--- src/rtl/edge_synth_pkg.sv ---
// Shared types and constants for the edge synthesizer: FSM state encoding
// and the hold-counter width.
package edge_synth_pkg;

  localparam int HOLD_W = 8;

  typedef enum logic [1:0] {
    LOW_IDLE  = 2'd0,
    HIGH_HOLD = 2'd1,
    HIGH_IDLE = 2'd2,
    LOW_HOLD  = 2'd3
  } state_e;

endpackage

--- src/rtl/edge_synth_hold_timer.sv ---
// Loadable down-counter timing the minimum-width hold; stops at zero and
// flags it so the FSM can leave the hold state.
module hold_timer
  import edge_synth_pkg::*;
(
  input  logic              clk,
  input  logic              reset,
  input  logic              load,
  input  logic [HOLD_W-1:0] load_value,
  input  logic              dec,
  output logic              zero
);

  logic [HOLD_W-1:0] count;

  always_ff @(posedge clk or negedge reset) begin
    if (!reset) begin
      count <= '0;
    end else if (load) begin
      count <= load_value;
    end else if (dec && !zero) begin
      count <= count - 1'b1;
    end
  end

  assign zero = (count == '0);

endmodule

--- src/rtl/edge_synth.sv ---
// Synthesizes a registered level from rise/fall requests, enforcing a minimum
// high and low width and flagging redundant or conflicting requests.
module edge_synth
  import edge_synth_pkg::*;
#(
  parameter int MIN_HIGH = 4,
  parameter int MIN_LOW  = 4
) (
  input  logic       clk,
  input  logic       reset,
  input  logic       rise_req_i,
  input  logic       fall_req_i,
  input  logic       err_clr_i,
  output logic       req_ready_o,
  output logic       level_o,
  output logic       busy_o,
  output logic       err_o,
  output logic [7:0] edge_cnt_o,
  output state_e     dbg_state
);

  // Handshake: a request is accepted in any cycle where it is high and
  // req_ready_o is high; requests seen while not ready are simply ignored.
  localparam logic [HOLD_W-1:0] HIGH_LOAD = HOLD_W'(MIN_HIGH - 1);
  localparam logic [HOLD_W-1:0] LOW_LOAD  = HOLD_W'(MIN_LOW - 1);

  state_e            state, state_n;
  logic              level_n;
  logic              load;
  logic [HOLD_W-1:0] load_value;
  logic              dec;
  logic              apply;
  logic              err_set;
  logic              zero;

  hold_timer u_hold_timer (
    .clk        (clk),
    .reset      (reset),
    .load       (load),
    .load_value (load_value),
    .dec        (dec),
    .zero       (zero)
  );

  assign req_ready_o = (state == LOW_IDLE) || (state == HIGH_IDLE);
  assign busy_o      = (state == HIGH_HOLD) || (state == LOW_HOLD);
  assign dbg_state   = state;

  always_comb begin
    state_n    = state;
    level_n    = level_o;
    load       = 1'b0;
    load_value = HIGH_LOAD;
    dec        = 1'b0;
    apply      = 1'b0;
    err_set    = 1'b0;
    case (state)
      LOW_IDLE: begin
        // A fall request here is redundant, alone or paired with a rise.
        if (fall_req_i) begin
          err_set = 1'b1;
        end else if (rise_req_i) begin
          state_n    = HIGH_HOLD;
          level_n    = 1'b1;
          load       = 1'b1;
          load_value = HIGH_LOAD;
          apply      = 1'b1;
        end
      end
      HIGH_IDLE: begin
        if (rise_req_i) begin
          err_set = 1'b1;
        end else if (fall_req_i) begin
          state_n    = LOW_HOLD;
          level_n    = 1'b0;
          load       = 1'b1;
          load_value = LOW_LOAD;
          apply      = 1'b1;
        end
      end
      HIGH_HOLD: begin
        if (zero) state_n = HIGH_IDLE;
        else      dec     = 1'b1;
      end
      LOW_HOLD: begin
        if (zero) state_n = LOW_IDLE;
        else      dec     = 1'b1;
      end
      default: state_n = LOW_IDLE;
    endcase
  end

  always_ff @(posedge clk or negedge reset) begin
    if (!reset) begin
      state      <= LOW_IDLE;
      level_o    <= 1'b0;
      err_o      <= 1'b0;
      edge_cnt_o <= 8'd0;
    end else begin
      state   <= state_n;
      level_o <= level_n;
      if (err_set)        err_o <= 1'b1;
      else if (err_clr_i) err_o <= 1'b0;
      if (apply) edge_cnt_o <= edge_cnt_o + 8'd1;
    end
  end

endmodule

--- config.mk ---
export PLATFORM = sky130hd
export DESIGN_NAME = edge_synth
export DESIGN_NICKNAME = d
export VERILOG_FILES = /design/src/rtl/edge_synth_pkg.sv /design/src/rtl/edge_synth_hold_timer.sv /design/src/rtl/edge_synth.sv
export SDC_FILE = /design/constraint.sdc
export NUM_CORES = 1
export LEC_CHECK = 0
export CAP_MARGIN = 5
export CORE_MARGIN = 2
export CORE_UTILIZATION = 30
export DETAILED_ROUTE_END_ITERATION = 10
export SLEW_MARGIN = 20
export SYNTH_ARGS = -nofsm -noshare
export SYNTH_HDL_FRONTEND = slang
export SYNTH_SLANG_ARGS = --single-unit
--- constraint.sdc ---
create_clock -name clk -period 5.1 [get_ports clk]
set_input_delay 1.02 -clock clk [delete_from_list [all_inputs] [get_ports clk]]
set_output_delay 1.02 -clock clk [all_outputs]
set_load 0.02 [all_outputs]
==> metrics.yaml <==
pwr:
  p_total_w: 0.000299
  power_density_nw_per_um2: 220
  ir_drop_uv: 125
  total_leakage_power_nw: 0.585
routing:
  wl_met3_um: 46
  via_count: 781
  drt_iter0_drc: 18
  drt_wl_total_um: 2000
  routed_wire_length_per_instance_um: 11.9
  drc: 0
  first_pass_iters: 4
  viasPerCell: 4.65
  highest_layer: "met4"
  met2_length_um: 939
  wl_met1_um: 998
  ant_nets: 0
sta:
  fin_ws_ns: 2.15
  finalCritPeriodShare: 0.578
  fin_crit_ns: 2.95
  finClkSkew_ns: 0.00566
  worst_pin_slew_ns: 0.893
  setup_violations: 0
  max_freq_mhz: 339
  rsz0062_at_grt: "false"
  report.final.slew_viol_count: 0
  fin_setup_tns_ns: 0
  hold_viol_final: 0
  slew_headroom: 0.403
clock_tree:
  cts_resized: 0
  cts_setup_buffers: 0
  cts_sinks: 20
  clockBufferDepth: 2
  root_buffer: "clkbuf_4"
  cts_inserted_buffers: 3
  htreeDepth: 1
  path_clk_slew_ns: 0.12
  clk_latency_ns: 0.31
  holdBufCountCts: 0
  cts_tree: "done"
logic_synthesis:
  ys_types: 32
  syn-instance-count: 101
  synth_seq_area_share: 0.468
  synth-seq-cells: 20
  synth_flop_cell: "dfrtp_1"
  syn-cell-area_um2: 1070
  synth_edf_count: 0
  synth_nets: 113
  ys_warn_count: 0
  synth.top_cell.area_share: 0.468
  synth_area_leader_cell: "dfrtp_1"
  synth_area_leaders: "dfrtp_1 47%, ha_1 8.2%, xnor2_1 5.7%, nor2_1 4.2%, nand2_1 2.5%"
  async_flop_share: 1.00
  synth_area_per_cell_um2: 10.6
place:
  portBuffers: 18
  place_ws_ns: 2.00
  place_inst: 164
  postPlaceCellArea_um2: 1300
  place_congestion: 0.723
  dpl.hpwl_um: 1450
status:
  status: "complete, no violations"
critical_path:
  max_stage_delay_ns: 0.54
  worst_path_max_delay_cell: "clkdlybuf4s50_1"
  critPathArrivalTime_ns: 1.93
  required_ns: 4.08
  path_cells: "inv_1 > ha_1 > or2_2 > clkdlybuf4s50_1"
  startpoint_type: "flop"
  worst-path-buf-inv: 2
  critPathKind: "reg2out"
  crit_fanout: 6
  cp-end-kind: "primary output"
  crit_family: "buffers and inverters"
final_layout:
  fin_cells: 168
  drive_above_1_share: 0.115
  finalInstanceArea_um2: 1360
  nets: 135
  area_delta_synth_final_pct: 27.2
  insertedDiodeCount: 0
grt:
  grt_pass1_wl_um: 3440
  grt_usage: 0.109
  antenna_found_initial: 0
  grt_pass1_vias: 741
  grt_overflow: 0
  grt_max_degree: 21
floorplanning:
  io_pins: 19
  dieArea_um2: 4060
  start_util: 0.315
  core_area_um2: 3390
  die_w_um: 63.7
  die_h_um: 63.7
  core.rowCount: 21
job:
  maxCapViolCount: 0
hold_path:
  hold_class: "reg2reg"
[final cells by class]
class	instances	area (um^2)
Fill cell	341	2030
Clock buffer	3	22.5
Multi-Input combinational cell	75	549
Clock inverter	1	30.0
Inverter	5	18.8
Sequential cell	20	500
Timing Repair Buffer	18	180
Tap cell	46	57.6
[final timing paths]
path                                from                     to  slack, ns  depth (start not counted)
max                         dbg_state[0]            req_ready_o       2.15                          4
min                        edge_cnt_o[7]          edge_cnt_o[7]       0.49                          1
max reg2reg                 dbg_state[0]          edge_cnt_o[1]       3.14                          5
min reg2reg                edge_cnt_o[7]          edge_cnt_o[7]       0.49                          1
max in group asynchronous          reset          edge_cnt_o[7]       3.35                          1
min in group asynchronous          reset  u_hold_timer.count[4]       1.20                          1
[routing by layer]
layer / up-vias / track usage
met5: - / 0
met4: 0 / 0.0326
met3: 2 / 0.0393
met2: 12 / 0.172
met1: 372 / 0.138
li1: 395 / -
[registers in the layout (all words and copies together) (netlist names)]
signal and flops:
edge_cnt_o 8, u_hold_timer.count 8, dbg_state 2, err_o 1, level_o 1
[synth_stat cells, drive strengths merged, types with 3 or more instances]
cell type	n
nor2	12
xnor2	7
inv	5
xor2	3
ha	7
dfrtp	20
nand2	7
nand2b	3
nand4	4
o21ai	7
[cell usage in the layout, fill, tap and decap left out, types with 2 or more instances in the layout]
cell	Yosys	routed
nor2_1	12	12
mux2i_1	2	2
inv_1	5	5
clkbuf_4	0	3
ha_1	7	7
o21ai_0	5	5
nand4_1	4	4
xor2_1	3	3
a21oi_1	2	2
nand2b_1	3	3
dfrtp_1	20	20
or2_2	2	2
o21ai_2	1	2
xnor2_1	7	7
nand2_1	7	7
nand3b_1	2	2
and3_1	2	2
nor2b_1	2	2
clkdlybuf4s50_1	0	18
[metrics by stage]
stage / util / hold WS [ns]
final: 0.401 / 0.493
after CTS: 0.400 / 0.499
after floorplan: - / 0.485
after global routing: 0.401 / 0.518
after global placement: 0.384 / 0.473
after detailed placement: 0.384 / 0.481
[where the power goes]
group | switching (W) | internal, W | total [W]
logic | 0.00000464 | 0.00000331 | 0.00000795
registers | 0.00000000000000000000804 | 0.000159 | 0.000159
clock network | 0.0000532 | 0.0000794 | 0.000133
total | 0.0000579 | 0.000241 | 0.000299
[logic make-up (layout without fill, tap and decap cells)]
logic type	after synthesis	count (layout)	share of synthesized area
multiplexers	4	4	0.0433
AO/OA/AOI/OAI	16	16	0.115
XOR/XNOR	10	10	0.0820
adder cells (fa/ha/maj)	7	7	0.0820
AND/OR/NAND/NOR	38	38	0.189
flip-flops	20	20	0.468
buffers and inverters	6	27	0.0211
No activity file was read; power rests on OpenSTA's default activity.
